## src/rtl/systolic_feeder_if.sv

```systemverilog
// Job control, operand beats and skewed array-edge outputs of the systolic feeder.
interface systolic_feeder_if #(
   parameter int N  = 4,
   parameter int DW = 32,
   parameter int KW = 16
);
   logic            start;
   logic [KW-1:0]   k_len;
   logic            in_valid;
   logic            in_ready;
   logic [N*DW-1:0] a_vec;
   logic [N*DW-1:0] b_vec;
   logic [N*DW-1:0] west_out;
   logic [N*DW-1:0] north_out;
   logic            busy;
   logic            done;

   modport master (
      output start, k_len, in_valid, a_vec, b_vec,
      input  in_ready, west_out, north_out, busy, done
   );

   modport slave (
      input  start, k_len, in_valid, a_vec, b_vec,
      output in_ready, west_out, north_out, busy, done
   );
endinterface

```

## src/rtl/systolic_feeder.sv

```systemverilog
// Skews A columns / B rows onto the west/north edges of an NxN systolic array; lane i latency 1+i cycles.
// Beats accepted only in STREAM (registered in_ready); bubbles and flush push zeros; done 2N cycles after last beat.
module systolic_feeder #(
   parameter int N  = 4,
   parameter int DW = 32,
   parameter int KW = 16
) (
   input logic              clk,
   input logic              rst,
   systolic_feeder_if.slave bus
);
   typedef enum logic [1:0] {IDLE, STREAM, FLUSH, DONE} state_t;

   state_t          state;
   logic [KW-1:0]   k_reg;
   logic [KW-1:0]   cnt;
   logic            ready_q;
   logic            busy_q;
   logic            done_q;
   logic            hs;
   logic [N*DW-1:0] a_push;
   logic [N*DW-1:0] b_push;

   assign hs     = bus.in_valid && ready_q;
   assign a_push = hs ? bus.a_vec : '0;
   assign b_push = hs ? bus.b_vec : '0;

   assign bus.in_ready = ready_q;
   assign bus.busy     = busy_q;
   assign bus.done     = done_q;

   // cnt counts accepted beats in STREAM, then counts down the 2N-1 flush cycles.
   always_ff @(posedge clk or negedge rst) begin
      if (!rst) begin
         state   <= IDLE;
         k_reg   <= '0;
         cnt     <= '0;
         ready_q <= 1'b0;
         busy_q  <= 1'b0;
         done_q  <= 1'b0;
      end else begin
         case (state)
            IDLE: begin
               if (bus.start) begin
                  busy_q <= 1'b1;
                  if (bus.k_len != '0) begin
                     state   <= STREAM;
                     k_reg   <= bus.k_len;
                     cnt     <= '0;
                     ready_q <= 1'b1;
                  end else begin
                     state  <= DONE;
                     done_q <= 1'b1;
                  end
               end
            end
            STREAM: begin
               if (hs) begin
                  if (cnt + KW'(1) == k_reg) begin
                     state   <= FLUSH;
                     cnt     <= KW'(2 * N - 2);
                     ready_q <= 1'b0;
                  end else begin
                     cnt <= cnt + KW'(1);
                  end
               end
            end
            FLUSH: begin
               if (cnt == '0) begin
                  state  <= DONE;
                  done_q <= 1'b1;
               end else begin
                  cnt <= cnt - KW'(1);
               end
            end
            DONE: begin
               state  <= IDLE;
               done_q <= 1'b0;
               busy_q <= 1'b0;
            end
            default: begin
               state <= IDLE;
            end
         endcase
      end
   end

   // Lane i: i delay registers plus the shared output stage, all shifting every cycle.
   for (genvar i = 0; i < N; i++) begin : g_lane
      logic [DW-1:0] w_pipe [i+1];
      logic [DW-1:0] n_pipe [i+1];

      always_ff @(posedge clk or negedge rst) begin
         if (!rst) begin
            for (int s = 0; s <= i; s++) begin
               w_pipe[s] <= '0;
               n_pipe[s] <= '0;
            end
         end else begin
            w_pipe[0] <= a_push[i*DW +: DW];
            n_pipe[0] <= b_push[i*DW +: DW];
            for (int s = 1; s <= i; s++) begin
               w_pipe[s] <= w_pipe[s-1];
               n_pipe[s] <= n_pipe[s-1];
            end
         end
      end

      assign bus.west_out[i*DW +: DW]  = w_pipe[i];
      assign bus.north_out[i*DW +: DW] = n_pipe[i];
   end
endmodule
```

## src/flat_wrapper.sv

```systemverilog
// flat-port wrapper written by rule: the top's interface ports become plain ports
module systolic_feeder_flat 
#(
   parameter int N  = 4,
   parameter int DW = 32,
   parameter int KW = 16
)
  (clk, rst, bus_start, bus_k_len, bus_in_valid, bus_a_vec, bus_b_vec, bus_in_ready, bus_west_out, bus_north_out, bus_busy, bus_done);
  systolic_feeder_if #(.N(N), .DW(DW), .KW(KW)) bus_i ();
  input logic clk;
  input logic rst;
  input wire logic [$bits(bus_i.start)-1:0] bus_start;
  input wire logic [$bits(bus_i.k_len)-1:0] bus_k_len;
  input wire logic [$bits(bus_i.in_valid)-1:0] bus_in_valid;
  input wire logic [$bits(bus_i.a_vec)-1:0] bus_a_vec;
  input wire logic [$bits(bus_i.b_vec)-1:0] bus_b_vec;
  output wire logic [$bits(bus_i.in_ready)-1:0] bus_in_ready;
  output wire logic [$bits(bus_i.west_out)-1:0] bus_west_out;
  output wire logic [$bits(bus_i.north_out)-1:0] bus_north_out;
  output wire logic [$bits(bus_i.busy)-1:0] bus_busy;
  output wire logic [$bits(bus_i.done)-1:0] bus_done;
  assign bus_i.start = bus_start;
  assign bus_i.k_len = bus_k_len;
  assign bus_i.in_valid = bus_in_valid;
  assign bus_i.a_vec = bus_a_vec;
  assign bus_i.b_vec = bus_b_vec;
  assign bus_in_ready = bus_i.in_ready;
  assign bus_west_out = bus_i.west_out;
  assign bus_north_out = bus_i.north_out;
  assign bus_busy = bus_i.busy;
  assign bus_done = bus_i.done;
  systolic_feeder #(.N(N), .DW(DW), .KW(KW)) u_core (.clk(clk), .rst(rst), .bus(bus_i));
endmodule
```

## config.mk

```make
export PLATFORM = sky130hd
export DESIGN_NAME = systolic_feeder_flat
export DESIGN_NICKNAME = d
export VERILOG_FILES = /design/src/rtl/systolic_feeder_if.sv /design/src/rtl/systolic_feeder.sv /design/src/flat_wrapper.sv
export SDC_FILE = /design/constraint.sdc
export NUM_CORES = 1
export LEC_CHECK = 0
export CELL_PAD_IN_SITES_DETAIL_PLACEMENT = 1
export CELL_PAD_IN_SITES_GLOBAL_PLACEMENT = 1
export CORE_ASPECT_RATIO = 0.8
export CORE_UTILIZATION = 39
export CTS_CLUSTER_DIAMETER = 120
export CTS_CLUSTER_SIZE = 40
export DETAILED_ROUTE_END_ITERATION = 10
export PLACE_DENSITY = 0.86
export SYNTH_ARGS = -nofsm -noshare
export SYNTH_HDL_FRONTEND = slang
export SYNTH_SLANG_ARGS = --single-unit
```

## constraint.sdc

```tcl
create_clock -name clk -period 5.1 [get_ports clk]
set_input_delay 1.02 -clock clk [delete_from_list [all_inputs] [get_ports clk]]
set_output_delay 1.02 -clock clk [all_outputs]
set_load 0.02 [all_outputs]
```

==> results_dict.tcl <==
set metrics [dict create \
    ys_async_sr_fraction_pct 100 \
    cts_root_buffer "clkbuf_16" \
    port_buffers 534 \
    syn_area_per_cell_um2 14.8 \
    relSlewSlack_pct 21.2 \
    grt_pass1_wl_um 88100 \
    cts_inserted_buffers 20 \
    endpoint_kind "flop" \
    synth_fp_nets 1787 \
    rsz0062_at_grt "false" \
    fin_crit_ps 3460 \
    tns_ps 0 \
    final_max_slew_viol_count 0 \
    route.met2.wl_um 31200 \
    final_nets 2082 \
    finalSetupViolations 0 \
    synth_edf_count 0 \
    crit_buf_inv 0 \
    wl_met3_um 3230 \
    status "finished clean" \
    power.density_nw_per_um2 447 \
    nFillCells 5534 \
    path_clk_slew_ps 140 \
    drv_cap 0 \
    rr_worst_depth 7 \
    cts_max_level 1 \
    ir_drop_uv 291 \
    hold_buffers 0 \
    pre_cts_ws_ps 1300 \
    multiInputGateArea_um2 3520 \
    setup_slack_ps 1640 \
    crit_end "u_core.cnt[0]" \
    timing.final.crit_share_pct 67.9 \
    reg_top3 "u_core.g_lane.n_pipe: 224 flops, u_core.g_lane.w_pipe: 224 flops" \
    cts_tree "built" \
    r2r_end "u_core.cnt[0]" \
    yosysWarnings 0 \
    dieWidth_um 269 \
    area_growth_pct 23.5 \
    tightest_slew_ps 1180 \
    ioPinCount 535 \
    crit_type "flop to flop" \
    core_area_um2 56600 \
    cts_resized 0 \
    synth_area_um2 22300 \
    dieArea_um2 58200 \
    dr.max_layer_used "met5" \
    grt_pass1_vias 13700 \
    vias 12300 \
    cp_slowest_cell "nor4_1" \
    clk_latency_ps 590 \
    drive_gt1_share_pct 3.84 \
    drtIter0Drc 750 \
    clock_skew_ps 23.0 \
    crit_cells 7 \
    via_per_inst 4.80 \
    die_h_um 216 \
    worstPathCellList "nor4_1 -> nand2b_1 -> o41ai_2 -> a21oi_1 -> and2_1 -> o211ai_1 -> o21ai_0" \
    syn_inst 1504 \
    cp-start-kind "flop" \
    dp_hpwl_um 42200 \
    wirelength_um 58600 \
    hold_viol 0 \
    drcViolationCount 0 \
    crit_family "simple AND/OR/NAND/NOR gates" \
    synthDistinctLibCells 69 \
    antenna_left 0 \
    cp.arrival_ps 3910 \
    grt_max_degree 132 \
    hp-class "flop to flop" \
    synth-seq-area-share_pct 75.9 \
    cp_data_required_time_ps 5540 \
    grtUsageTotal_pct 20.0 \
    detail_route.first_pass.iterations 4 \
    r2r_start "u_core.cnt[3]" \
    antenna_found_initial 10 \
    fin_util_pct 48.7 \
    initial_core_util_pct 39.4 \
    r2r_slack_ps 1640 \
    crit_start "u_core.cnt[3]" \
    cpPeakStageDelay_ps 870 \
    grt_overflow 0 \
    post_cts.repair.setup_buffers 0 \
    timing.fmax_mhz 289 \
    regArea_um2 16900 \
    wl_per_cell_um 22.8 \
    clock_path_buffers 3 \
    gp_congestion 0.857 \
    ys_seq_elements 677 \
    rows 78 \
    worstPathMaxFanout 17 \
    wl_met1_um 22100 \
    cts.sinks 677 \
    p_leak_nw 13.5 \
    fin_cells 2565 \
    synth_ff_type "dfrtp_1" \
    dp_cells 2537 \
]
-- layout by cell type, fill, tap and decap left out, drive strengths merged, types with 14 or more instances in the layout --
cell             n
buf             18
clkbuf          20
nand2           33
and3           262
nor4            14
dfrtp          677
mux2            17
o21ai           22
nor2            22
inv             17
clkdlybuf4s50  532
a21oi           14
-- cells in the mapped netlist (10+ instances only) --
library cell / instances / area [um2]
a21oi_1: 14 / 70.1
and3_1: 262 / 1640
buf_4: 194 / 1460
clkbuf_1: 73 / 274
dfrtp_1: 677 / 16900
inv_1: 17 / 63.8
mux2_2: 17 / 191
nand2_1: 33 / 124
nor2_1: 21 / 78.8
nor3_1: 11 / 55.1
nor4_1: 14 / 87.6
o21ai_0: 22 / 110
xnor2_1: 13 / 114
xor2_1: 10 / 87.6
-- where the power goes --
group / switching [mW] / internal, mW / total [mW] / leakage (nW)
clock: 1.49 / 0.726 / 2.22 / 0.257
combinational: 1.92 / 1.39 / 3.31 / 4.19
sequential: 0.522 / 6.26 / 6.78 / 9.05
total: 3.93 / 8.38 / 12.3 / 13.5
-- routing by layer --
layer	global-route usage, %	vias up
met5	0	-
met4	6.82	8
met3	4.57	94
met2	36.3	365
met1	23.3	6465
li1	-	5374
-- kinds of logic after synthesis --
kind of cell / share of synthesized area [%]
xor gates and xnor gates: 0.903
DFF: 75.9
adders and majority gates: 0.393
AOI/OAI and AO/OA: 2.99
and+or+nand+nor: 10.3
muxes: 1.13
buffers and inverters: 8.29
-- stage by stage --
step	power (mW)	instance area (um2)	hold slack (ps)
after floorplan	8.82	22300	331
after global placement	9.98	27000	331
after detailed placement	10.2	27000	336
after CTS	12.4	27500	360
after global routing	12.9	27600	364
final	12.3	27600	343
-- layout make-up --
cell class	count	area share [%]
repair buffers	550	20.1
clock buffers	20	1.82
clock inverters	2	0.0772
diodes	6	0.0545
inverters	17	0.232
multi-input cells	533	12.8
flip-flops and latches	677	61.5
well taps	760	3.45
-- worst min path at each step --
stage / slack (ps) / start / end / cells past startpoint
3_3_place_gp: 330 / u_core.g_lane[1].w_pipe[36] / u_core.bus.west_out[36] / 0
5_1_grt: 360 / u_core.g_lane[3].w_pipe[65] / u_core.g_lane[3].w_pipe[33] / 0
3_5_place_dp: 340 / u_core.g_lane[3].w_pipe[66] / u_core.g_lane[3].w_pipe[34] / 0
4_1_cts: 360 / u_core.g_lane[3].w_pipe[65] / u_core.g_lane[3].w_pipe[33] / 0
2_1_floorplan: 330 / u_core.g_lane[3].n_pipe[36] / u_core.bus.north_out[100] / 0
6_report: 340 / u_core.g_lane[2].w_pipe[56] / u_core.bus.west_out[88] / 0
Note: power is estimated with default switching activity, not from simulation.
